[config.mk]
export PLATFORM = sky130hd
export DESIGN_NAME = absorb_controller
export DESIGN_NICKNAME = d
export VERILOG_FILES = /design/src/rtl/keccak_pkg.sv /design/src/rtl/absorb_controller.sv
export SDC_FILE = /design/constraint.sdc
export NUM_CORES = 1
export LEC_CHECK = 0
export ABC_AREA = 1
export CORE_UTILIZATION = 42
export CTS_CLUSTER_SIZE = 16
export DETAILED_ROUTE_END_ITERATION = 10
export PLACE_DENSITY = 0.83
export SYNTH_ARGS = -nofsm -noshare
export SYNTH_HDL_FRONTEND = slang
export SYNTH_SLANG_ARGS = --single-unit
[constraint.sdc]
create_clock -name clk -period 3.2 [get_ports clk]
set_clock_uncertainty 0.05 [all_clocks]
set_input_delay 0.96 -clock clk [delete_from_list [all_inputs] [get_ports clk]]
set_output_delay 0.96 -clock clk [all_outputs]
set_load 0.01 [all_outputs]
[src/rtl/keccak_pkg.sv]
// Shared Keccak/SHAKE constants and types for the absorb-phase control logic.
package keccak_pkg;

  localparam int w            = 64;
  localparam int w_byte_size  = 8;
  localparam int w_byte_width = 4;

  // Rate in 64-bit lanes: SHAKE128 uses 1344 bits, SHAKE256 uses 1088 bits.
  localparam logic [4:0] RATE_WORDS_128 = 5'd21;
  localparam logic [4:0] RATE_WORDS_256 = 5'd17;

  typedef enum logic [1:0] {
    IDLE      = 2'd0,
    ABSORB    = 2'd1,
    PERM_WAIT = 2'd2,
    DONE      = 2'd3
  } absorb_state_t;

  function automatic logic [4:0] rate_for_mode(input logic shake_mode);
    return shake_mode ? RATE_WORDS_256 : RATE_WORDS_128;
  endfunction

endpackage

[src/rtl/absorb_controller.sv]
// Sequences message words into rate-sized blocks, drives padding controls and permutation requests.
// Optional block counter output enabled by defining ABSORB_BLOCK_COUNT_EN.
module absorb_controller
  import keccak_pkg::*;
(
  input  logic                    clk,
  input  logic                    rst,
  input  logic                    start,
  input  logic [31:0]             msg_len,
  input  logic                    shake_mode,
  input  logic                    in_valid,
  output logic                    in_ready,
  input  logic [w-1:0]            in_data,
  output logic                    word_valid,
  input  logic                    word_ready,
  output logic [w-1:0]            word_data,
  output logic [4:0]              word_idx,
  output logic [w_byte_width-1:0] pad_valid_bytes,
  output logic                    pad_enable,
  output logic                    pad_last_word,
  output logic                    pad_reset,
  output logic                    perm_start,
  input  logic                    perm_done,
  output logic                    busy,
  output logic                    absorb_done
`ifdef ABSORB_BLOCK_COUNT_EN
  ,
  output logic [15:0]             block_count
`endif
);

  absorb_state_t state_reg, state_next;
  logic [31:0]   remaining_reg, remaining_next;
  logic [4:0]    rate_reg, rate_next;
  logic [4:0]    word_idx_reg, word_idx_next;
  logic          final_flag_reg, final_flag_next;
  logic          perm_start_reg, perm_start_next;
  logic          pad_reset_reg, pad_reset_next;
  logic          has_data;
  logic          transfer;

  always_ff @(posedge clk or negedge rst) begin
    if (!rst) begin
      state_reg      <= IDLE;
      remaining_reg  <= '0;
      rate_reg       <= '0;
      word_idx_reg   <= '0;
      final_flag_reg <= 1'b0;
      perm_start_reg <= 1'b0;
      pad_reset_reg  <= 1'b0;
    end else begin
      state_reg      <= state_next;
      remaining_reg  <= remaining_next;
      rate_reg       <= rate_next;
      word_idx_reg   <= word_idx_next;
      final_flag_reg <= final_flag_next;
      perm_start_reg <= perm_start_next;
      pad_reset_reg  <= pad_reset_next;
    end
  end

  assign has_data = (remaining_reg != 32'd0);

  always_comb begin
    state_next      = state_reg;
    remaining_next  = remaining_reg;
    rate_next       = rate_reg;
    word_idx_next   = word_idx_reg;
    final_flag_next = final_flag_reg;
    perm_start_next = 1'b0;
    pad_reset_next  = 1'b0;
    in_ready        = 1'b0;
    word_valid      = 1'b0;
    word_data       = '0;
    pad_valid_bytes = '0;
    pad_enable      = 1'b0;
    pad_last_word   = 1'b0;
    absorb_done     = 1'b0;
    transfer        = 1'b0;

    unique case (state_reg)
      IDLE: begin
        if (start) begin
          remaining_next  = msg_len;
          rate_next       = rate_for_mode(shake_mode);
          word_idx_next   = '0;
          final_flag_next = 1'b0;
          pad_reset_next  = 1'b1;
          state_next      = ABSORB;
        end
      end

      ABSORB: begin
        if (has_data) begin
          in_ready   = word_ready;
          word_valid = in_valid;
          word_data  = in_data;
          pad_valid_bytes = (remaining_reg >= 32'(w_byte_size)) ? w_byte_width'(w_byte_size)
                                                                : remaining_reg[w_byte_width-1:0];
        end else begin
          // Message exhausted: emit zero words so the padder can fill the rest of the block.
          word_valid = 1'b1;
        end
        pad_enable    = word_valid && (remaining_reg < 32'(w_byte_size));
        pad_last_word = word_valid && (word_idx_reg == rate_reg - 5'd1);
        transfer      = word_valid && word_ready;

        if (transfer) begin
          remaining_next = remaining_reg - 32'(pad_valid_bytes);
          if (pad_enable && (pad_valid_bytes < w_byte_width'(w_byte_size)))
            final_flag_next = 1'b1;
          if (pad_last_word) begin
            word_idx_next   = '0;
            perm_start_next = 1'b1;
            state_next      = PERM_WAIT;
          end else begin
            word_idx_next = word_idx_reg + 5'd1;
          end
        end
      end

      PERM_WAIT: begin
        if (perm_done)
          state_next = final_flag_reg ? DONE : ABSORB;
      end

      DONE: begin
        absorb_done = 1'b1;
        state_next  = IDLE;
      end

      default: state_next = IDLE;
    endcase
  end

  assign word_idx   = word_idx_reg;
  assign perm_start = perm_start_reg;
  assign pad_reset  = pad_reset_reg;
  assign busy       = (state_reg != IDLE);

`ifdef ABSORB_BLOCK_COUNT_EN
  logic [15:0] block_count_reg;

  always_ff @(posedge clk or negedge rst) begin
    if (!rst) begin
      block_count_reg <= '0;
    end else if ((state_reg == IDLE) && start) begin
      block_count_reg <= '0;
    end else if (perm_start_reg && (block_count_reg != 16'hFFFF)) begin
      block_count_reg <= block_count_reg + 16'd1;
    end
  end

  assign block_count = block_count_reg;
`endif

endmodule

==> results of run 1 <==
-- path summary, 6_finish.rpt --
path | endpoint | slack (ns) | cells past startpoint
max | word_data[48] | 0.09 | 9
min | rate_reg[2] | 0.47 | 2
max reg2reg | remaining_reg[15] | 0.23 | 19
min reg2reg | rate_reg[2] | 0.47 | 2
max in group asynchronous | remaining_reg[20] | 1.83 | 2
min in group asynchronous | remaining_reg[24] | 0.55 | 1
-- power by group --
part           internal [W]  switching (W)
Sequential         0.000792       0.000260
Combinational       0.00134        0.00193
Clock              0.000193       0.000194
Total               0.00232        0.00238
-- routing by layer --
metal,global-route usage [%],vias up
li1,-,2450
met1,31.01,2280
met2,54.71,196
met3,5.683,35
met4,11.14,0
met5,0,-
-- synth_stat cells (2+ instances only) --
cell and number:
a21oi_1 7, o211ai_2 2, nor2_2 9, inv_1 56, nor3_1 9, o21ai_1 3, dfrtp_1 44, or2_2 9
nor2_4 2, nand2_2 3, ha_1 7, xor2_1 5, nor2_1 123, nand4_1 7, xnor2_1 3, nand3_1 52
buf_2 6, o21ai_0 42, buf_6 3, clkbuf_1 14, nand3b_1 2, nand2_1 231, buf_1 5
-- through the flow --
step / setup WS, ns / utilization [%] / cell area, um^2 / TNS, ns / power (W)
6_report: 0.09038 / 70.32 / 6162 / 0 / 0.004702
5_1_grt: -0.02478 / 70.32 / 6162 / -0.06647 / 0.005135
4_1_cts: 0.01797 / 68.58 / 6010 / 0 / 0.004501
3_5_place_dp: -0.1691 / 67.35 / 5902 / -0.5919 / 0.004285
3_3_place_gp: -0.1404 / 67.35 / 5902 / -0.5170 / 0.004191
2_1_floorplan: 0.2889 / - / 3805 / 0 / 0.002901
-- area by class of cell --
class	count	area [um^2]
tap	108	135.1
multi-input combinational	522	2469
inverter	58	217.7
timing repair buffer	228	2143
clock buffer	7	96.34
sequential	44	1101
fill	738	2601
-- kinds of logic (layout without fill, tap and decap cells) --
group | after synthesis | after routing | synth area share (%)
and+or+nand+nor | 449 | 449 | 49.00
buffers and inverters | 86 | 293 | 9.273
AOI/OAI and AO/OA | 56 | 56 | 7.859
DFF | 44 | 44 | 28.94
adders and majority gates | 8 | 8 | 2.828
xor gates and xnor gates | 8 | 8 | 1.842
muxes | 1 | 1 | 0.2631
-- worst reg2reg max path: cells and delay by family, from the launching register on --
family	cells	cell delay (ns)
flip-flops	1	0.42
buffers and inverters	2	0.31
AND/OR/NAND/NOR	16	1.77
adder cells (fa/ha/maj)	1	0.31
-- repair_timing --
| action | in CTS | in global routing |
|---|---|---|
| pin swaps | 1 | 8 |
| cloned | 2 | 0 |
| buffers inserted | 4 | 7 |
| endpoints found under the setup margin | 71 | 50 |
| resized for setup | 76 | 40 |
| hold buffers | 0 | 0 |
==> impl_metrics.csv, run 1 <==
group,metric,value,unit
floorplan,core,8763,um^2
route,routed_wl,13750,um
cells_and_area,layout-drive-gt1-share,12.57,%
grt,grt_pass1_vias,4646,
cells_and_area,area_growth,61.95,%
route,wl_met1,4999,um
grt,grt_max_degree,53,
place,gp_congestion,0.9709,
synth,synth_top_cell_by_area,"dfrtp_1",
critical_path,path_buf_inv,3,
critical_path,cpMaxStageDelayCell,"dfrtp_1",
critical_path,cp.arrival,2.10,ns
timing,timing.fmax,0.3216,GHz
critical_path,critical_path_peak_fanout,16,
critical_path,cp_top_family,"buffers and inverters",
cells_and_area,final_cell_mix,"223 x nand2_1, 111 x clkdlybuf4s50_1, 110 x nor2_1, 67 x dlygate4sd2_1, 54 x inv_1",
timing,worst_pin_slew,0.4543,ns
route,maxUsedRoutingLayer,"met4",
floorplan,initial_utilization,43.42,%
critical_path,cp-end-kind,"output pin",
outcome,status,"finished, final reports clean",
route,drc,0,
pwr,powerDensity,763.0,nW/um^2
place,place_hpwl,10620,um
clock_tree,tritoncts,"built",
route,drt_pass1_iterations,6,
synth,syn_nets,763,
synth,syn_area_per_cell,5.836,um^2
clock_tree,ctsRootBufferMaster,"clkbuf_8",
timing,finalHoldViolCount,0,
route,drtIter0Drc,288,
synth,async_flop_share,100.0,%
clock_tree,clockBufferDepth,2,
synth,synth-main-ff-cell,"dfrtp_1",
route,drtAntennaViolNets,0,
synth,synth_cell_type_count,31,
synth,yosysTopAreaCellShare,28.94,%
synth,synth_edf_count,0,
route,wl_per_cell,14.22,um
floorplan,die_area,9444,um^2
floorplan,die_x,97.18,um
timing,max-slew-margin-rel,69.72,%
timing,post-route-min-period,3.110,ns
synth,yosysWarnings,0,
grt,grt_overflow,0,
critical_path,max_stage_delay,0.42,ns
synth,synth_area_leaders,"dfrtp_1 29%, nand2_1 23%, nor2_1 12%",
cells_and_area,nets,970,
grt,antenna_found_initial,0,
critical_path,critPathKind,"reg2out",
floorplan,placementRows,34,
synth,synth-seq-cells,44,
min_path,hold_class,"reg2reg",
grt,grt_pass1_wl,22050,um
timing,rsz0062_at_grt,"true",
place,io_buffers,183,
timing,finalCritPeriodShare,97.18,%
critical_path,path_cells,"nor2_1 -> nand2_2 -> nor2_4 -> nand2_4 -> nor2_4 -> buf_6 -> bufbuf_16 -> nor2_1 -> dlygate4sd2_1",
route,vias,4961,
timing,drv_slew,0,
timing,setup_viol,0,
synth,synthCells,652,
place,dp_cells,947,
cells_and_area,final_cells,967,
synth,synth_area,3805,um^2
clock_tree,cts_inserted_buffers,5,
route,via_per_inst,5.130,
cells_and_area,largest_register_ffs,32,
clock_tree,worstSkewPairLatency,0.29,ns
flow_run,drv_cap,0,
critical_path,r2r_start,"remaining_reg[8]",
cells_and_area,insertedDiodeCount,0,
synth,ys_seq_area_share,28.94,%
pwr,total_leakage_power,3.164,nW
timing,hold_ws,0.4705,ns
min_path,min_from,"rate_reg[2]",
floorplan,die_h,97.18,um
route,wl_met2,7383,um
critical_path,required,2.19,ns
cells_and_area,layout.cells.most_common,"nand2_1",
grt,track_usage,28.79,%
floorplan,boundaryPins,184,
critical_path,startpoint,"remaining_reg[26]",
pwr,ir_drop,0.0003480,V
clock_tree,clock_sinks,44,
clock_tree,clk_pin_slew,0.09,ns
critical_path,start_kind,"flip-flop",
route,routed-wl-met3,872,um
clock_tree,htree_levels,2,
No activity file was read; power rests on OpenSTA's default activity.
==> inputs of run 2 (changes only) <==
--- a/config.mk
+++ b/config.mk
@@ -9,6 +9,7 @@
 export CORE_UTILIZATION = 42
 export CTS_CLUSTER_SIZE = 16
 export DETAILED_ROUTE_END_ITERATION = 10
+export HOLD_SLACK_MARGIN = 0.08
 export PLACE_DENSITY = 0.83
 export SYNTH_ARGS = -nofsm -noshare
 export SYNTH_HDL_FRONTEND = slang
==> results of run 2 <==
No change in the layout: final DEF, timing and power equal those of run 1.
==> inputs of run 3 (changes only) <==
--- a/config.mk
+++ b/config.mk
@@ -11,6 +11,7 @@
 export DETAILED_ROUTE_END_ITERATION = 10
 export HOLD_SLACK_MARGIN = 0.08
 export PLACE_DENSITY = 0.83
+export REMOVE_ABC_BUFFERS = 1
 export SYNTH_ARGS = -nofsm -noshare
 export SYNTH_HDL_FRONTEND = slang
 export SYNTH_SLANG_ARGS = --single-unit
==> run 3 against run 2 <==
Net effect: combinational power grew 3%; sequential share of layout area shrank 0.53 points; sequential cell count is the same; critical path depth is the same; clock power shrank 8.5%; die area is the same; utilization grew 2.1 points; sequential power is essentially flat; setup slack is essentially flat; critical path type unchanged; critical endpoint is now word_data[13]; largest cell class unchanged; highest routed layer unchanged.
==> impl_metrics.csv, run 3 (synthesis results as in run 1) <==
group,metric,value,unit
outcome,status,"finished, final reports clean",
clock_tree,cts_hold_buffers,0,
place,place_area,5962,um^2
timing,timing.fmax,0.3216,GHz
critical_path,cp_top_family,"buffers and inverters",
floorplan,core,8763,um^2
grt,antenna_found_initial,0,
route,drtAntennaViolNets,0,
grt,track_usage,27.50,%
critical_path,path_cells,"nor2_2 -> nand2_1 -> nor2_2 -> nand2_4 -> nor2_4 -> buf_4 -> bufbuf_16 -> nor2_1 -> dlygate4sd2_1",
clock_tree,htree_levels,2,
grt,grt_pass1_wl,21630,um
clock_tree,worstSkewPairLatency,0.30,ns
critical_path,cp-end-kind,"output pin",
grt,grt_pass1_vias,4611,
route,routed_wl,13420,um
critical_path,path_buf_inv,3,
route,drt_pass1_iterations,5,
timing,worst_pin_slew,0.5371,ns
timing,max-slew-margin-rel,64.19,%
timing,drv_slew,0,
clock_tree,clock_sinks,44,
place,io_buffers,183,
cells_and_area,final_cells,980,
cells_and_area,nets,983,
floorplan,die_area,9444,um^2
critical_path,critPathKind,"reg2out",
timing,finalCritPeriodShare,97.17,%
cells_and_area,insertedDiodeCount,0,
floorplan,die_x,97.18,um
cells_and_area,layout-drive-gt1-share,13.07,%
pwr,powerDensity,747.3,nW/um^2
cells_and_area,final_cell_mix,"225 x nand2_1, 110 x nor2_1, 110 x clkdlybuf4s50_1, 56 x inv_1, 52 x nand3_1",
floorplan,die_h,97.18,um
route,drc,0,
route,drtIter0Drc,158,
critical_path,start_kind,"flip-flop",
route,vias,4867,
grt,grt_max_degree,67,
route,via_per_inst,4.966,
pwr,total_leakage_power,3.605,nW
cells_and_area,area_growth,66.89,%
flow_run,drv_cap,0,
grt,grt_overflow,0,
critical_path,cpMostUsedCell,"nor2_2",
floorplan,initial_utilization,43.42,%
clock_tree,tritoncts,"built",
cells_and_area,largest_register_ffs,32,
critical_path,critical_path_peak_fanout,16,
place,dp_cells,955,
cells_and_area,final_area,6350,um^2
clock_tree,clockBufferDepth,2,
cells_and_area,layout.cells.most_common,"nand2_1",
clock_tree,ctsRootBufferMaster,"clkbuf_8",
clock_tree,cts_inserted_buffers,5,
floorplan,placementRows,34,
critical_path,required,2.19,ns
cells_and_area,nFillCells,725,
critical_path,max_stage_delay,0.42,ns
place,place_hpwl,9800,um
clock_tree,clk_pin_slew,0.10,ns
critical_path,cp.arrival,2.10,ns
pwr,ir_drop,0.0003829,V
min_path,hold_class,"reg2reg",
timing,finalHoldViolCount,0,
floorplan,boundaryPins,184,
critical_path,cpMaxStageDelayCell,"dfrtp_1",
place,gp_congestion,0.9290,
timing,post-route-min-period,3.109,ns
route,wl_per_cell,13.70,um
timing,setup_viol,0,
==> run 3: cell types whose count changed in the layout (fill, tap and decap cells not counted), moves of 2 or more <==
| cell | previous run | this run |
|---|---|---|
| dlymetal6s2s_1 | 0 | 36 |
| dlygate4sd2_1 | 67 | 35 |
| buf_4 | 39 | 50 |
| nor2_2 | 14 | 21 |
| nor2_4 | 10 | 3 |
| buf_12 | 2 | 4 |
| clkbuf_2 | 3 | 1 |
| clkbuf_8 | 7 | 5 |
| inv_1 | 54 | 56 |
| inv_2 | 3 | 1 |
| nand2_1 | 223 | 225 |
==> run 3: power by group <==
| part | switching (W) | internal (W) | leakage, nW | total [W] |
|---|---|---|---|---|
| Clock | 0.000206 | 0.000149 | 0.0400 | 0.000354 |
| Sequential | 0.000226 | 0.000792 | 0.553 | 0.00102 |
| Combinational | 0.00191 | 0.00146 | 3.01 | 0.00337 |
| Total | 0.00234 | 0.00241 | 3.60 | 0.00474 |
==> run 3: worst register-to-register path, cell delays in order (launching register included) <==
cell	delay (ns)
dfrtp_1	0.42
nor2_2	0.13
nand2_1	0.10
nor2_2	0.18
nand2_4	0.10
nor2_2	0.14
inv_1	0.06
nor2_1	0.09
ha_1	0.14
inv_1	0.06
fa_2	0.35
nand3_1	0.09
nand2_1	0.12
nor2_2	0.19
nand2_2	0.11
buf_4	0.15
o21ai_0	0.13
nand3_1	0.09
nand2_1	0.07
nand2_1	0.05
o21ai_0	0.08
==> run 3: path summary, 6_finish.rpt <==
check | startpoint | endpoint | slack (ns) | cells after the start
setup / recovery | remaining_reg[29] | word_data[13] | 0.09 | 9
hold / removal | rate_reg[0] | rate_reg[0] | 0.49 | 2
setup reg to reg | remaining_reg[29] | remaining_reg[16] | 0.22 | 20
hold reg to reg | rate_reg[0] | rate_reg[0] | 0.49 | 2
max in group asynchronous | rst | remaining_reg[11] | 1.80 | 2
min in group asynchronous | rst | remaining_reg[29] | 0.59 | 1
==> run 3: metrics by stage <==
stage / hold WS [ns] / setup TNS [ns] / utilization, % / power, W / worst slack [ns]
after global routing: 0.5169 / -0.07422 / 72.46 / 0.005189 / -0.04725
after detailed placement: 0.4695 / -0.4240 / 68.03 / 0.004315 / -0.1733
final: 0.4931 / 0 / 72.46 / 0.004745 / 0.09056
after floorplan: 0.4282 / -89.74 / - / 0.002837 / -2.377
after CTS: 0.4859 / 0 / 70.10 / 0.004670 / 0.009363
after global placement: 0.4522 / -0.2814 / 68.03 / 0.004214 / -0.1191
==> run 3: final cells by class <==
cell class,instances,area [um^2],area share (%)
multi-input combinational,522,2411,37.97
inverter,58,217.7,3.429
clock inverter,2,12.51,0.1970
sequential,44,1101,17.34
timing repair buffer,241,2404,37.85
clock buffer,5,68.82,1.084
tap,108,135.1,2.128
==> run 3: repair_timing <==
item	in CTS	in global routing
pin swaps	3	9
resized for setup	50	53
endpoints found under the setup margin	71	72
setup buffers	9	7
cloned	1	1
==> run 3: layer usage <==
metal | wire length, um | track usage [%] | vias to the layer above
met5 | 0 | 0 | -
met2 | 6418 | 45.72 | 148
met1 | 5988 | 37.54 | 2228
met4 | 283 | 7.003 | 0
li1 | - | - | 2469
met3 | 732 | 3.885 | 22
